`config.mk`:
```
export PLATFORM = sky130hd
export DESIGN_NAME = uart_frame_tx_ctrl
export DESIGN_NICKNAME = d
export VERILOG_FILES = /design/src/rtl/uart_frame_pkg.sv /design/src/rtl/uart_frame_byte_sel.sv /design/src/rtl/uart_frame_tx_ctrl.sv
export SDC_FILE = /design/constraint.sdc
export NUM_CORES = 1
export LEC_CHECK = 0
export ABC_AREA = 1
export CAP_MARGIN = 40
export CELL_PAD_IN_SITES_DETAIL_PLACEMENT = 1
export CELL_PAD_IN_SITES_GLOBAL_PLACEMENT = 1
export CORE_ASPECT_RATIO = 1.4
export CORE_UTILIZATION = 36
export CTS_CLUSTER_SIZE = 40
export DETAILED_ROUTE_END_ITERATION = 10
export PLACE_DENSITY_LB_ADDON = 0.25
export SLEW_MARGIN = 10
export SYNTH_ARGS = -nofsm -noshare
export SYNTH_HDL_FRONTEND = slang
export SYNTH_SLANG_ARGS = --single-unit
```
`constraint.sdc`:
```
create_clock -name Clk -period 2.6 [get_ports Clk]
set_clock_uncertainty 0.15 [all_clocks]
set_input_delay 0.39 -clock Clk [delete_from_list [all_inputs] [get_ports Clk]]
set_output_delay 0.39 -clock Clk [all_outputs]
set_load 0.005 [all_outputs]
```
`src/rtl/uart_frame_pkg.sv`:
```
// rtl/uart_frame_pkg.sv - shared register map, FSM encoding and header default for uart_frame_tx_ctrl
package uart_frame_pkg;

    localparam logic [7:0] UART_En_Tx    = 8'd4;
    localparam logic [7:0] UART_Baud_Set = 8'd5;
    localparam logic [7:0] UART_Ch_Mask  = 8'd6;
    localparam logic [7:0] UART_Stat_Clr = 8'd7;

    localparam logic [7:0] HDR_BYTE_DEFAULT = 8'hA5;

    typedef enum logic [1:0] {
        IDLE = 2'd0,
        SEND = 2'd1,
        WAIT = 2'd2
    } frame_state_e;

endpackage

```
`src/rtl/uart_frame_byte_sel.sv`:
```
// rtl/uart_frame_byte_sel.sv - combinational frame byte lookup and next-enabled-byte finder (UART_FRAME_CKSUM_EN adds checksum slot)
module uart_frame_byte_sel
    import uart_frame_pkg::*;
#(
    parameter int         CH_NUM   = 4,
    parameter int         DATA_W   = 12,
    parameter logic [7:0] HDR_BYTE = HDR_BYTE_DEFAULT,
    parameter int         IDX_W    = $clog2(2 * CH_NUM + 2)
) (
    input  logic [IDX_W-1:0]         idx,
    input  logic [CH_NUM-1:0]        mask,
    input  logic [CH_NUM*DATA_W-1:0] data,
    input  logic [7:0]               cksum,
    output logic [7:0]               byte_val,
    output logic [IDX_W-1:0]         next_idx,
    output logic                     last
);

    // Byte slots: 0 = header, 2i+1/2i+2 = hi/lo of channel i, 2*CH_NUM+1 = checksum
    localparam int CK_IDX = 2 * CH_NUM + 1;

    int          ix;
    int          cand;
    logic [15:0] sample;

    always_comb begin
        ix     = int'(idx);
        sample = '0;
        cand   = 0;
        last   = 1'b1;
        for (int i = 0; i < CH_NUM; i++) begin
            if (ix == 2 * i + 1 || ix == 2 * i + 2) begin
                sample = 16'(data[i*DATA_W +: DATA_W]);
            end
        end
        if (ix == 0) begin
            byte_val = HDR_BYTE;
        end else if (ix > 2 * CH_NUM) begin
            byte_val = cksum;
        end else begin
            byte_val = idx[0] ? sample[15:8] : sample[7:0];
        end
`ifdef UART_FRAME_CKSUM_EN
        if (CK_IDX > ix) begin
            cand = CK_IDX;
            last = 1'b0;
        end
`endif
        // Walk channels downward so the lowest enabled slot above idx wins
        for (int i = CH_NUM - 1; i >= 0; i--) begin
            if (mask[i]) begin
                if (2 * i + 2 > ix) begin
                    cand = 2 * i + 2;
                    last = 1'b0;
                end
                if (2 * i + 1 > ix) begin
                    cand = 2 * i + 1;
                    last = 1'b0;
                end
            end
        end
        next_idx = IDX_W'(cand);
    end

endmodule

```
`src/rtl/uart_frame_tx_ctrl.sv`:
```
// rtl/uart_frame_tx_ctrl.sv - multi-channel ADC snapshot framer feeding a UART byte TX (UART_FRAME_CKSUM_EN appends checksum)
module uart_frame_tx_ctrl
    import uart_frame_pkg::*;
#(
    parameter int         CH_NUM   = 4,
    parameter int         DATA_W   = 12,
    parameter logic [7:0] HDR_BYTE = HDR_BYTE_DEFAULT
) (
    input  logic                     Clk,
    input  logic                     Rst_n,
    input  logic                     m_wr,
    input  logic [7:0]               m_addr,
    input  logic [15:0]              m_wrdata,
    input  logic                     ADC_Flag,
    input  logic [CH_NUM*DATA_W-1:0] ADC_Data,
    input  logic                     Tx_Done,
    output logic                     Byte_En,
    output logic [7:0]               Tx_Data,
    output logic [2:0]               Baud_Set,
    output logic                     Busy,
    output logic                     Overrun
);

    localparam int IDX_W = $clog2(2 * CH_NUM + 2);

    frame_state_e state, state_nxt;

    logic                     en_tx;
    logic [2:0]               reg_baud;
    logic [CH_NUM-1:0]        ch_mask;
    logic [CH_NUM-1:0]        mask_lat;
    logic [CH_NUM*DATA_W-1:0] data_lat;
    logic [IDX_W-1:0]         idx;
    logic [IDX_W-1:0]         next_idx;
    logic [7:0]               cur_byte;
    logic [7:0]               cksum;
    logic                     last;
    logic                     start, send, finish, advance;

    uart_frame_byte_sel #(
        .CH_NUM   (CH_NUM),
        .DATA_W   (DATA_W),
        .HDR_BYTE (HDR_BYTE),
        .IDX_W    (IDX_W)
    ) u_byte_sel (
        .idx      (idx),
        .mask     (mask_lat),
        .data     (data_lat),
        .cksum    (cksum),
        .byte_val (cur_byte),
        .next_idx (next_idx),
        .last     (last)
    );

    always_ff @(posedge Clk or negedge Rst_n) begin
        if (!Rst_n) begin
            state <= IDLE;
        end else begin
            state <= state_nxt;
        end
    end

    always_comb begin
        state_nxt = state;
        start     = 1'b0;
        send      = 1'b0;
        finish    = 1'b0;
        advance   = 1'b0;
        case (state)
            IDLE: begin
                if (ADC_Flag && en_tx) begin
                    start     = 1'b1;
                    state_nxt = SEND;
                end
            end
            SEND: begin
                send      = 1'b1;
                state_nxt = WAIT;
            end
            WAIT: begin
                if (Tx_Done) begin
                    // A disabled transmitter stops after the byte in flight, checksum included
                    if (last || !en_tx) begin
                        finish    = 1'b1;
                        state_nxt = IDLE;
                    end else begin
                        advance   = 1'b1;
                        state_nxt = SEND;
                    end
                end
            end
            default: state_nxt = IDLE;
        endcase
    end

    always_ff @(posedge Clk or negedge Rst_n) begin
        if (!Rst_n) begin
            en_tx    <= 1'b1;
            reg_baud <= 3'd0;
            ch_mask  <= '1;
            Overrun  <= 1'b0;
        end else begin
            if (m_wr && m_addr == UART_En_Tx)    en_tx    <= m_wrdata[0];
            if (m_wr && m_addr == UART_Baud_Set) reg_baud <= m_wrdata[2:0];
            if (m_wr && m_addr == UART_Ch_Mask)  ch_mask  <= m_wrdata[CH_NUM-1:0];
            if (ADC_Flag && en_tx && Busy) begin
                Overrun <= 1'b1;
            end else if (m_wr && m_addr == UART_Stat_Clr && m_wrdata[0]) begin
                Overrun <= 1'b0;
            end
        end
    end

    always_ff @(posedge Clk or negedge Rst_n) begin
        if (!Rst_n) begin
            Byte_En  <= 1'b0;
            Tx_Data  <= 8'h00;
            Baud_Set <= 3'd0;
            Busy     <= 1'b0;
            mask_lat <= '0;
            data_lat <= '0;
            idx      <= '0;
        end else begin
            Byte_En <= 1'b0;
            if (start) begin
                data_lat <= ADC_Data;
                mask_lat <= ch_mask;
                Baud_Set <= reg_baud;
                Busy     <= 1'b1;
                idx      <= '0;
            end
            if (send) begin
                Byte_En <= 1'b1;
                Tx_Data <= cur_byte;
            end
            if (advance) idx  <= next_idx;
            if (finish)  Busy <= 1'b0;
        end
    end

`ifdef UART_FRAME_CKSUM_EN
    always_ff @(posedge Clk or negedge Rst_n) begin
        if (!Rst_n) begin
            cksum <= 8'h00;
        end else if (start) begin
            cksum <= 8'h00;
        end else if (send) begin
            cksum <= cksum + cur_byte;
        end
    end
`else
    assign cksum = 8'h00;
`endif

endmodule

```
Word level (Yosys, flattened, before mapping)
Cells that the tools add are included.
{"block": "word_totals", "output_inout_bits": 14, "register_bits": 80, "input_bits": 77, "word_cells": 107}
{"block": "op_classes", "n_eq_ne": 16, "reduce_logical": 19, "n_lt_le_gt_ge": 9, "muxes": 51}
{"operator": "$mux 4", "n": 14}
{"operator": "$mux 12", "n": 4}
{"operator": "$eq 8x3->1 const B", "n": 4}
{"operator": "$mux 1", "n": 27}
{"operator": "$mux 8", "n": 3}
{"operator": "$eq 4x4->1 const B", "n": 5}
{"operator": "$gt 3x4->1 const A", "n": 4}
{"operator": "$eq 4x3->1 const B", "n": 2}
{"operator": "$gt 2x4->1 const A", "n": 2}
{"operator": "$logic_and 1x1->1", "n": 7}
{"operator": "$pmux 2 s3", "n": 1}
{"operator": "$reduce_bool 2->1", "n": 3}
{"operator": "$logic_or 1x1->1", "n": 5}
{"operator": "$eq 4x2->1 const B", "n": 1}
{"operator": "$gt 1x4->1 const A", "n": 1}
{"operator": "$gt 4x4->1 const A", "n": 1}
{"operator": "$gt 4x4->1 const B", "n": 1}
{"operator": "$logic_not 4->1", "n": 1}
{"operator": "$mux 2", "n": 2}
{"operator": "$ne 2x2->1 const B", "n": 2}
{"operator": "$eq 2x1->1 const B", "n": 1}
{"operator": "$eq 2x2->1 const B", "n": 1}
{"operator": "$logic_not 2->1", "n": 1}
{"operator": "$reduce_and 2->1", "n": 1}
{"operator": "$logic_not 1->1", "n": 1}

Logic depth before layout (Yosys ltp)
Gate-level depths: netlist of run 1.
{"block": "logic_depth", "ltp_word": 18, "depth_mapped": 12, "ltp_nobuf": 10}

By module
Synthesis of run 1 repeated with hierarchy kept, for this count alone.
{"block": "hier_totals", "hier_cells": 536, "hier_area_um2": 4041.4}
{"module": "uart_frame_tx_ctrl", "n_inst": 1, "seq_area_each_um2": 2008.2, "cells_each": 367, "area_per_inst_um2": 3261.9}
{"module": "uart_frame_byte_sel", "n_inst": 1, "seq_area_each_um2": 0.0, "cells_each": 169, "area_per_inst_um2": 779.5}

Least setup slack after synthesis of run 1
No wires, ideal clock.
{"block": "synth_path", "path_kind": "flip-flop to flip-flop", "start": "reg idx[0]", "end": "reg Tx_Data[2]", "n_path_buf": 1, "setup_slack_ns": 1.020, "arrival_time_ns": 1.304, "setup_ns": 0.126, "required_ns": 2.324, "synth_period_minus_slack_ns": 1.580, "path_stages_with_launch": 11, "path_cell_list": "dfrtp_1 > buf_6 > nand2_2 > inv_4 > nor2_4 > nand2_2 > or2_2 > nand2_1 > nand2_1 > nand2_1 > a21oi_1"}
{"block": "synth_between", "elab_chain_cells": 9, "word_cells_on_any_way": 21, "cone_classes": "1 x order compare; 8 x eq/ne; 7 x mux; 5 x reduce/logical"}
{"item": "from (decl)", "line_no": "uart_frame_tx_ctrl.sv:33", "text": "logic [IDX_W-1:0] idx;"}
{"item": "from (signal assigned)", "line_no": "uart_frame_tx_ctrl.sv:136", "text": "if (advance) idx <= next_idx;"}
{"item": "$eq 4x2->1 / $eq 4x3->1 (equally long branches)", "line_no": "uart_frame_byte_sel.sv:32", "text": "if (ix == 2 * i + 1 || ix == 2 * i + 2) begin"}
{"item": "$logic_or 1x1->1", "line_no": "uart_frame_byte_sel.sv:32"}
{"item": "$mux 12 (4 in series)", "line_no": "uart_frame_byte_sel.sv:32"}
{"item": "$mux 8", "line_no": "uart_frame_byte_sel.sv:41", "text": "byte_val = idx[0] ? sample[15:8] : sample[7:0];"}
{"item": "$mux 8", "line_no": "uart_frame_byte_sel.sv:38", "text": "end else if (ix > 2 * CH_NUM) begin"}
{"item": "$mux 8 (*)", "line_no": "uart_frame_byte_sel.sv:36", "text": "if (ix == 0) begin"}
{"item": "to (signal assigned)", "line_no": "uart_frame_tx_ctrl.sv:134", "text": "Tx_Data <= cur_byte;"}
{"item": "to (decl)", "line_no": "uart_frame_tx_ctrl.sv:18", "text": "output logic [7:0] Tx_Data,"}
Mark *: on every way between the ends. The rest lies on a longest branch, timed or not.
A chain may end at the register's enable or synchronous reset.

Worst setup path after layout of run 1
{"block": "layout_path", "start": "reg idx[2]", "end": "reg Tx_Data[1]"}
Same word-level chain as after synthesis.

==> results of run 1 <==
-- cells in the mapped netlist, drive strengths merged --
cell	instances	area, um2
nor3	2	10.0
o21ai	25	129
nand2	248	951
nor2	18	95.1
clkbuf	7	36.3
dfrtp	75	1880
a31oi	1	6.26
nand3	13	65.1
dfstp	5	131
or2	1	6.26
o21bai	4	30.0
o211ai	8	60.1
nor3b	3	22.5
inv	32	123
a21oi	19	98.9
and3	1	7.51
a22o	1	8.76
nand4	1	6.26
buf	11	76.3
-- per-layer routing --
metal  track usage (%)  part of all wire (%)
met5                 0                     0
met4              8.97                   2.1
met3              2.96                   2.8
met2              35.7                    53
met1              26.0                    42
-- registers in the layout, summed over array words and instances (netlist names) --
register	cells
data_lat	48
Tx_Data	8
ch_mask	4
idx	4
mask_lat	4
Baud_Set	3
reg_baud	3
state	2
Busy	1
Byte_En	1
Overrun	1
en_tx	1
-- cell type report --
type | instances | area share (%)
well taps | 135 | 3.42
clock inverters | 3 | 0.810
inverters | 32 | 2.48
flip-flops and latches | 80 | 40.6
repair buffers | 84 | 17.1
clock buffers | 13 | 5.27
multi-input cells | 345 | 30.3
-- worst max path at each step --
stage / start / endpoint / slack [ns] / cells past startpoint
6_report: idx[2] / Tx_Data[1] / 0.56 / 9
5_1_grt: idx[0] / Tx_Data[6] / 0.36 / 9
4_1_cts: idx[0] / Tx_Data[6] / 0.54 / 9
3_5_place_dp: m_addr[7] / ch_mask[1] / 0.57 / 6
3_3_place_gp: idx[0] / Tx_Data[6] / 0.59 / 9
2_1_floorplan: idx[0] / Tx_Data[2] / 1.02 / 10
-- power groups by stage --
stage / logic, mW / registers (mW) / clock network [mW]
after floorplan: 0.410 / 1.78 / 0
after global placement: 0.689 / 1.84 / 0
after detailed placement: 0.732 / 1.85 / 0
after CTS: 0.746 / 1.84 / 1.30
after global routing: 0.846 / 1.88 / 1.35
final: 0.728 / 1.84 / 1.27
-- kinds of logic after synthesis --
group                  after synthesis  share of synthesized area (%)
buffers and inverters               50                           6.29
DFF                                 80                           53.7
AOI/OAI and AO/OA                   58                           8.90
and+or+nand+nor                    287                           31.1
-- tightest hold or removal path, delay by kind of cell (launching register included) --
kind                   cells  cell delay (ns)
AO/OA/AOI/OAI              1             0.06
buffers and inverters      1             0.06
flip-flops                 1             0.36
-- repair_timing --
item / CTS / global route
endpoints found under the setup margin: 0 / 0
resized for setup: 0 / 0
setup buffers: 0 / 0
hold buffers: 1 / 0
endpoints found under the hold margin: 35 / 0
==> metrics.md, run 1 <==
| Metric | Value |
|---|---|
| Via count | `3324` |
| Crit path time final | `about 2 ns` |
| Final hold violations | `0` |
| HP Class | `flip-flop to flip-flop` |
| R2r startpoint | `idx[2]` |
| Worst endpoint required time | `roughly 2.7 ns` |
| First-pass DRT Iterations | `4` |
| Vias in the first global route | `3443` |
| Max Root-Sink Buffers | `2` |
| RSZ-0062 raised after global routing | `no` |
| Commonest non-fill, non-tap cells in the layout | `nand2_1, clkdlybuf4s50_1, dfrtp_1` |
| Static Leak | `2.46 nW` |
| Synthesis Warnings | `0` |
| Power density over cell area | `slightly below 800 nW/um2` |
| Worst Tran Pin Value | `0.507 ns` |
| Tcrit/Tclk final | `between 70 and 80%` |
| GRT Overall Usage | `20.9%` |
| Worst EP arrival | `about 2.2 ns` |
| Max Slew Vio Count | `0` |
| Seq cells post-synth | `80` |
| H-tree Lvls | `3` |
| Worst-path clk slew | `approximately 0.06 ns` |
| Reg2reg end | `Tx_Data[1]` |
| TritonCTS clock tree | `yes` |
| Max Freq | `0.491 GHz` |
| Synthesized instance count | `between 400 and 500` |
| Final non-filler cell area | `between 4000 and 5000 um2` |
| TNS Setup | `0 ns` |
| RD Place Congestion | `about 0.84` |
| Grt ovf | `0` |
| P_int | `roughly 2.8 mW` |
| Pre-CTS WS | `around 0.57 ns` |
| R2R Setup Slk | `around 0.56 ns` |
| Setup ws final | `between 0.5 and 0.6 ns` |
| Rel. slew slack | `about two thirds` |
| Layout area overhead | `32.2%` |
| DRT iter0 DRCs | `151` |
| First-pass GRT wire length | `approximately 17 mm` |
| Comb power frac | `19.0%` |
| Max rail drop VDD | `0.294 mV` |
| Critical path class | `flip-flop to flip-flop` |
| Register area share after synthesis | `a little over half` |
| Post-synth design cell area | `3740 um2` |
| Chip width | `between 80 and 90 um` |
| WHS Endpoint | `ch_mask[3]` |
| Power share of the sequential group | `between 40% and 50%` |
| Setup violations, final | `0` |
| Worst setup SP type | `flip-flop` |
| WHS Path Cells | `2` |
| Slowest-stage cell, CP | `dfrtp_1` |
| Outcome | `completed` |
| Max cap viols | `0` |
| Non-Filler Instances | `around 690` |
| Register area | `roughly 2000 um2` |
| Avg WL per Cell | `14.5 um` |
| Library cells used by synthesis | `31` |
| Layout cells sized above 1 | `approximately 7.7%` |
| Area occupied by multi-input gates | `1500 um2` |
| Syn Area/Cell | `about 7.9 um2` |
| Num CTS Buffers | `9` |
| Die Area | `10800 um2` |
| Final ANT Viol Nets | `0` |
| Delay of the slowest critical-path stage | `about 0.53 ns` |
| Clock sinks | `80` |
| Initial cell density of the core | `between 30 and 40%` |
| DR vias/cell | `roughly 4.8` |
| Max FO, Critical Path | `12` |
| Initial antenna violation count | `0` |
| Drt drc | `0` |
| Hold slack | `~0.33 ns` |
| Cell depth of the worst flop-to-flop path | `9` |
| Switching power | `about 1.1 mW` |
| Fill count | `1237` |
| Final core utilization | `~49%` |
| Post-DP HPWL | `between 7 and 8 mm` |
| NumNets Final | `approximately 630` |
| Io pins | `91` |
| Most used cell along the critical path | `nand2_1` |
| Final Power | `approximately 3.8 mW` |
| Placed insts | `about 680` |
| Total wire length | `10.1 mm` |
| Number of diodes | `0` |
| Cell family with the largest share of critical-path delay | `simple AND/OR/NAND/NOR gates` |
| IO Port Bufs | `78` |
| Root Buffer | `clkbuf_16` |
| Cells along the critical path | `nor2_1 > nand2_2 > o21ai_2 > nand2_1 > nand3_1 > nand2_1 > nand2_1 > nand3_1 > nand2_1` |
| CP endpoint kind | `flip-flop` |
| Clk Latency, worst-skew pair | `0.33 ns` |
| Clk network pwr share | `around a third` |
| Switching share of power | `approximately 28%` |
| Core region area | `10000 um2` |
| Chip height | `123 um` |
| Row cnt | `43` |
| Hold_sp | `ch_mask[3]` |
| Largest net degree at the start of global routing | `48` |
| Commonest non-fill, non-tap cell in the layout | `nand2_1` |
| Crit path buffers/inverters | `0` |
| Syn_nets | `552` |
| Cell area after placement | `about 4600 um2` |
No activity file was read; power rests on OpenSTA's default activity.
==> inputs of run 2 (changes only) <==
--- a/config.mk
+++ b/config.mk
@@ -10,7 +10,7 @@
 export CELL_PAD_IN_SITES_DETAIL_PLACEMENT = 1
 export CELL_PAD_IN_SITES_GLOBAL_PLACEMENT = 1
 export CORE_ASPECT_RATIO = 1.4
-export CORE_UTILIZATION = 36
+export CORE_UTILIZATION = 32
 export CTS_CLUSTER_SIZE = 40
 export DETAILED_ROUTE_END_ITERATION = 10
 export PLACE_DENSITY_LB_ADDON = 0.25
==> constraint.sdc (replaced) <==
create_clock -name Clk -period 1.86 [get_ports Clk]
set_clock_uncertainty 0.15 [all_clocks]
set_input_delay 0.279 -clock Clk [delete_from_list [all_inputs] [get_ports Clk]]
set_output_delay 0.279 -clock Clk [all_outputs]
set_load 0.005 [all_outputs]
==> metrics.md, run 2 (synthesis results as in run 1) <==
| Metric | Value |
|---|---|
| Outcome | `completed` |
| Total wire length | `10.2 mm (+1.0%)` |
| Grt ovf | `0 (unchanged)` |
| TritonCTS clock tree | `yes` |
| Via count | `3338 (+0.42%)` |
| Vias in the first global route | `3391 (-1.5%)` |
| Io pins | `91 (unchanged)` |
| Max Freq | `0.574 GHz (+17%)` |
| Max Slew Vio Count | `0 (unchanged)` |
| First-pass GRT wire length | `16.7 mm (-0.90%)` |
| Worst-path clk slew | `0.06 ns (about the same)` |
| DRT iter0 DRCs | `97 (-36%)` |
| Commonest non-fill, non-tap cells in the layout | `nand2_1, clkdlybuf4s50_1, dfrtp_1` |
| Chip height | `130 um (+6.0%)` |
| Pre-CTS WS | `0.0473 ns (-0.524 ns)` |
| Setup ws final | `0.119 ns (-0.444 ns)` |
| DR vias/cell | `4.61 (-4.0%)` |
| Commonest non-fill, non-tap cell in the layout | `nand2_1` |
| Postcts setup bufs | `0 (unchanged)` |
| Largest net degree at the start of global routing | `81 (+69%)` |
| Core region area | `11300 um2 (+13%)` |
| Critical path class | `flip-flop to flip-flop` |
| Clock sinks | `80 (unchanged)` |
| Static Leak | `2.60 nW (+5.4%)` |
| Fill count | `1379 (+11%)` |
| Power density over cell area | `1040 nW/um2 (+34%)` |
| Row cnt | `46 (+7.0%)` |
| Crit path time final | `1.74 ns (-0.296 ns)` |
| Max Root-Sink Buffers | `2 (unchanged)` |
| First-pass DRT Iterations | `4 (unchanged)` |
| Max cap viols | `0 (unchanged)` |
| Setup violations, final | `0 (unchanged)` |
| Layout cells sized above 1 | `11.9% (+4.2 points)` |
| Chip width | `93.4 um (+5.9%)` |
| Root Buffer | `clkbuf_16` |
| Die Area | `12100 um2 (+12%)` |
| Avg WL per Cell | `14.0 um (-3.4%)` |
| IO Port Bufs | `78 (unchanged)` |
| Final hold violations | `0 (unchanged)` |
| Drt drc | `0 (unchanged)` |
| Num CTS Buffers | `9 (unchanged)` |
| Number of diodes | `0 (unchanged)` |
| Layout area overhead | `38.3%` |
| Final ANT Viol Nets | `0 (unchanged)` |
| Worst Tran Pin Value | `0.500 ns (-0.00707 ns)` |
| Rel. slew slack | `66.7% (+0.48 points)` |
| RD Place Congestion | `0.799 (-5.0%)` |
| Clk Latency, worst-skew pair | `0.34 ns (about the same)` |
| Reg with most FFs | `data_lat` |
| GRT Overall Usage | `18.2% (-2.6 points)` |
| CP endpoint kind | `flip-flop` |
| TNS Setup | `0 ns (unchanged)` |
| Worst EP arrival | `1.85 ns (-0.31 ns)` |
| Max rail drop VDD | `0.372 mV (+26%)` |
| H-tree Lvls | `3 (unchanged)` |
| Initial cell density of the core | `33.0% (-4.4 points)` |
| Max FO, Critical Path | `6 (-6)` |
| Initial antenna violation count | `0 (unchanged)` |
| Top Registers | `data_lat: 48 flops, Tx_Data: 8 flops` |
| RSZ-0062 raised after global routing | `yes` |
| Post-DP HPWL | `7.65 mm (+4.8%)` |
| Max FFs per register | `48 (unchanged)` |
| Tcrit/Tclk final | `93.6% (+15 points)` |
| NumNets Final | `652 (+3.7%)` |
| Worst endpoint required time | `1.97 ns (-0.75 ns)` |
| HP Class | `input pin to flip-flop` |
| Worst setup SP type | `flip-flop` |
-- run 2: changes by cell type in the layout (fill, tap and decap cells not counted), sizes merged --
| cell | delta |
|---|---|
| buf | +23 |
-- run 2: timing repair --
action | in CTS | in global routing
endpoints found under the setup margin | 0 | 10
endpoints found under the hold margin | 75 | 0
gates resized for setup | 0 | 7
hold buffers | 1 | 0
-- run 2: path summary, 6_finish.rpt --
check | startpoint | endpoint | slack [ns] | depth (start not counted)
setup / recovery | idx[0] | Tx_Data[2] | 0.12 | 11
hold / removal | ADC_Data[17] | data_lat[17] | 0.33 | 3
setup reg to reg | idx[0] | Tx_Data[2] | 0.12 | 11
hold reg to reg | mask_lat[1] | mask_lat[1] | 0.33 | 2
max in group asynchronous | Rst_n | ch_mask[1] | 0.84 | 3
min in group asynchronous | Rst_n | data_lat[39] | 0.37 | 3
-- run 2: layout make-up --
cell class	count	area (um2)	share of cell area [%]
Sequential cell	80	2010	38.9
Multi-Input combinational cell	345	1520	29.4
Timing Repair Buffer	107	1040	20.1
Clock buffer	13	260	5.03
Tap cell	144	180	3.48
Inverter	32	123	2.37
Clock inverter	3	40.0	0.774
-- run 2: through the flow --
step / utilization, % / hold WS (ns) / power, mW / instance area [um2] / instances
after detailed placement: 42.6 / 0.191 / 3.63 / 4830 / 707
after floorplan: - / -0.167 / 3.06 / 3740 / 475
after global routing: 45.6 / 0.346 / 5.70 / 5170 / 724
final: 45.6 / 0.326 / 5.38 / 5170 / 724
after global placement: 42.6 / 0.193 / 3.56 / 4830 / 707
after CTS: 45.4 / 0.322 / 5.44 / 5140 / 724
-- run 2: where the power goes --
group          internal [mW]  leakage [nW]  switching [mW]  total, mW
registers               2.26          1.01           0.279       2.54
logic                  0.531          1.44           0.515       1.05
clock network           1.11         0.150           0.684       1.79
total                   3.90          2.60            1.48       5.38
-- run 2: critical path: stages, from the launching register on --
cell and delay (ns):
dfrtp_1 0.43, nand2_2 0.13, inv_4 0.05, buf_12 0.12
nor2_4 0.10, buf_4 0.16, o211ai_1 0.09, nand2_1 0.09
nand2_1 0.10, nand2_1 0.08, nand2_1 0.05, a21oi_1 0.10
-- run 2: layer usage --
metal / GRT usage, % / routed length [um]
met5: 0 / 0
met4: 9.23 / 289
met3: 3.03 / 291
met2: 31.9 / 5260
met1: 21.5 / 4310
==> inputs of run 3 (changes only) <==
--- a/config.mk
+++ b/config.mk
@@ -10,7 +10,7 @@
 export CELL_PAD_IN_SITES_DETAIL_PLACEMENT = 1
 export CELL_PAD_IN_SITES_GLOBAL_PLACEMENT = 1
 export CORE_ASPECT_RATIO = 1.4
-export CORE_UTILIZATION = 32
+export CORE_UTILIZATION = 36
 export CTS_CLUSTER_SIZE = 40
 export DETAILED_ROUTE_END_ITERATION = 10
 export PLACE_DENSITY_LB_ADDON = 0.25
==> constraint.sdc (replaced) <==
create_clock -name Clk -period 1.7 [get_ports Clk]
set_clock_uncertainty 0.15 [all_clocks]
set_input_delay 0.255 -clock Clk [delete_from_list [all_inputs] [get_ports Clk]]
set_output_delay 0.255 -clock Clk [all_outputs]
set_load 0.005 [all_outputs]
==> metrics.md, run 3 (synthesis results as in run 1) <==
| Metric | Value |
|---|---|
| Commonest non-fill, non-tap cell in the layout | `nand2_1` |
| Final Power | `5.89 mW (+9.5%)` |
| HP Class | `input pin to asynchronous set/reset pin` |
| Number of diodes | `0 (unchanged)` |
| Max Root-Sink Buffers | `2 (unchanged)` |
| Max Slew Vio Count | `0 (unchanged)` |
| Static Leak | `2.67 nW (+2.6%)` |
| Reg with most FFs | `data_lat` |
| Critical path class | `flip-flop to flip-flop` |
| Io pins | `91 (unchanged)` |
| First-pass DRT Iterations | `4 (unchanged)` |
| Max FFs per register | `48 (unchanged)` |
| Hold slack | `0.244 ns (-0.0822 ns)` |
| H-tree Lvls | `3 (unchanged)` |
| Fill count | `1222 (-11%)` |
| Final hold violations | `0 (unchanged)` |
| Worst Tran Pin Value | `0.411 ns (-0.0886 ns)` |
| GRT Overall Usage | `22.5% (+4.3 points)` |
| Cells along the critical path | `nor2_4 > buf_6 > nand3_1 > buf_4 > a21oi_1 > inv_1 > o211ai_1 > nand2_1` |
| Clk Latency, worst-skew pair | `0.34 ns (about the same)` |
| Via count | `3452 (+3.4%)` |
| Placed insts | `700 (-0.99%)` |
| Rel. slew slack | `72.6% (+5.9 points)` |
| CP endpoint kind | `flip-flop` |
| Worst EP arrival | `1.71 ns (-0.14 ns)` |
| Max Freq | `0.605 GHz (+5.3%)` |
| Final ANT Viol Nets | `0 (unchanged)` |
| Chip width | `88.1 um (-5.6%)` |
| Post-DP HPWL | `7.88 mm (+3.0%)` |
| Register area | `2010 um2 (+0.19%)` |
| Cell depth of the worst flop-to-flop path | `8 (-3)` |
| Outcome | `completed` |
| R2R Setup Slk | `0.05 ns (-0.07 ns)` |
| RD Place Congestion | `0.815 (+2.0%)` |
| Non-Filler Instances | `722 (-0.28%)` |
| IO Port Bufs | `78 (unchanged)` |
| Die Area | `10800 um2 (-11%)` |
| Worst setup SP type | `flip-flop` |
| Layout area overhead | `41.8%` |
| Layout cells sized above 1 | `16.2% (+4.3 points)` |
| Max cap viols | `0 (unchanged)` |
| Area occupied by multi-input gates | `1580 um2 (+4.2%)` |
| Core region area | `10000 um2 (-12%)` |
| NumNets Final | `660 (+1.2%)` |
| Initial cell density of the core | `37.4% (+4.4 points)` |
| Num CTS Buffers | `9 (unchanged)` |
| Vias in the first global route | `3822 (+13%)` |
| Clock sinks | `80 (unchanged)` |
| Power density over cell area | `1110 nW/um2 (+6.8%)` |
| RSZ-0062 raised after global routing | `yes` |
| Row cnt | `43 (-6.5%)` |
| First-pass GRT wire length | `18.2 mm (+9.1%)` |
| Root Buffer | `clkbuf_16` |
| Slowest-stage cell, CP | `dfrtp_2` |
| Max FO, Critical Path | `3 (-3)` |
| Drt drc | `0 (unchanged)` |
| TritonCTS clock tree | `yes` |
| Tcrit/Tclk final | `97.3% (+3.6 points)` |
| Setup violations, final | `0 (unchanged)` |
| Commonest non-fill, non-tap cells in the layout | `nand2_1, clkdlybuf4s50_1, dfrtp_1` |
| Crit path time final | `1.65 ns (-0.0879 ns)` |
| TNS Setup | `0 ns (unchanged)` |
| Worst endpoint required time | `1.76 ns (-0.21 ns)` |
| Total wire length | `10.7 mm (+5.5%)` |
| Delay of the slowest critical-path stage | `0.43 ns (about the same)` |
| Initial antenna violation count | `0 (unchanged)` |
| Grt ovf | `0 (unchanged)` |
| Final core utilization | `53.0% (+7.4 points)` |
| Worst-path clk slew | `0.06 ns (about the same)` |
| Max rail drop VDD | `0.487 mV (+31%)` |
| Chip height | `123 um (-5.6%)` |
| DRT iter0 DRCs | `143 (+47%)` |
| DR vias/cell | `4.78 (+3.7%)` |
| Top Registers | `data_lat: 48 flops, Tx_Data: 8 flops` |
| Largest net degree at the start of global routing | `38 (-53%)` |
| Avg WL per Cell | `14.8 um (+5.8%)` |
==> run 3: metrics by stage <==
stage	setup WS, ns	instance area [um2]
floorplan	0.120	3740
finish	0.0465	5300
global route	-0.0499	5300
CTS	0.00489	5190
detailed placement	-0.0705	4850
global placement	-0.0221	4850
==> run 3: timing repair <==
item | in CTS | in global routing
hold buffers | 1 | 0
buffers inserted | 2 | 4
gates cloned | 0 | 0
endpoints found under the setup margin | 12 | 12
pin swaps | 2 | 11
gates resized for setup | 10 | 26
endpoints found under the hold margin | 24 | 0
==> run 3: metal layers <==
metal	up-vias	track usage (%)	part of all wire [%]
li1	1697	-	-
met5	-	0	0
met1	1668	26.4	40
met3	23	2.89	3.1
met4	0	11.4	3.3
met2	64	39.8	53
==> run 3: layout make-up <==
cell class	count	area share (%)
Clock buffer	11	4.58
Clock inverter	4	0.849
Inverter	32	2.31
Multi-Input combinational cell	345	29.8
Sequential cell	80	38.0
Tap cell	135	3.19
Timing Repair Buffer	115	21.3
==> run 3: worst max-delay path, delay by kind of cell, from the launching register on <==
kind / cells / cell delay (ns)
AOI/OAI and AO/OA: 2 / 0.27
buffers and inverters: 3 / 0.35
DFF: 1 / 0.43
and+or+nand+nor: 3 / 0.32
==> run 3: worst paths after layout <==
path,start,endpoint
setup / recovery,idx[2],idx[2]
min in group Clk,ADC_Data[19],data_lat[19]
hold reg to reg,ch_mask[3],ch_mask[3]
hold / removal,Rst_n,data_lat[38]
setup reg to reg,idx[2],idx[2]
max in group asynchronous,Rst_n,ch_mask[2]
==> run 3: where the power goes <==
group / total, mW / switching, mW / internal, mW
clock: 1.89 / 0.726 / 1.16
combinational: 1.19 / 0.589 / 0.602
sequential: 2.82 / 0.337 / 2.48
total: 5.89 / 1.65 / 4.24
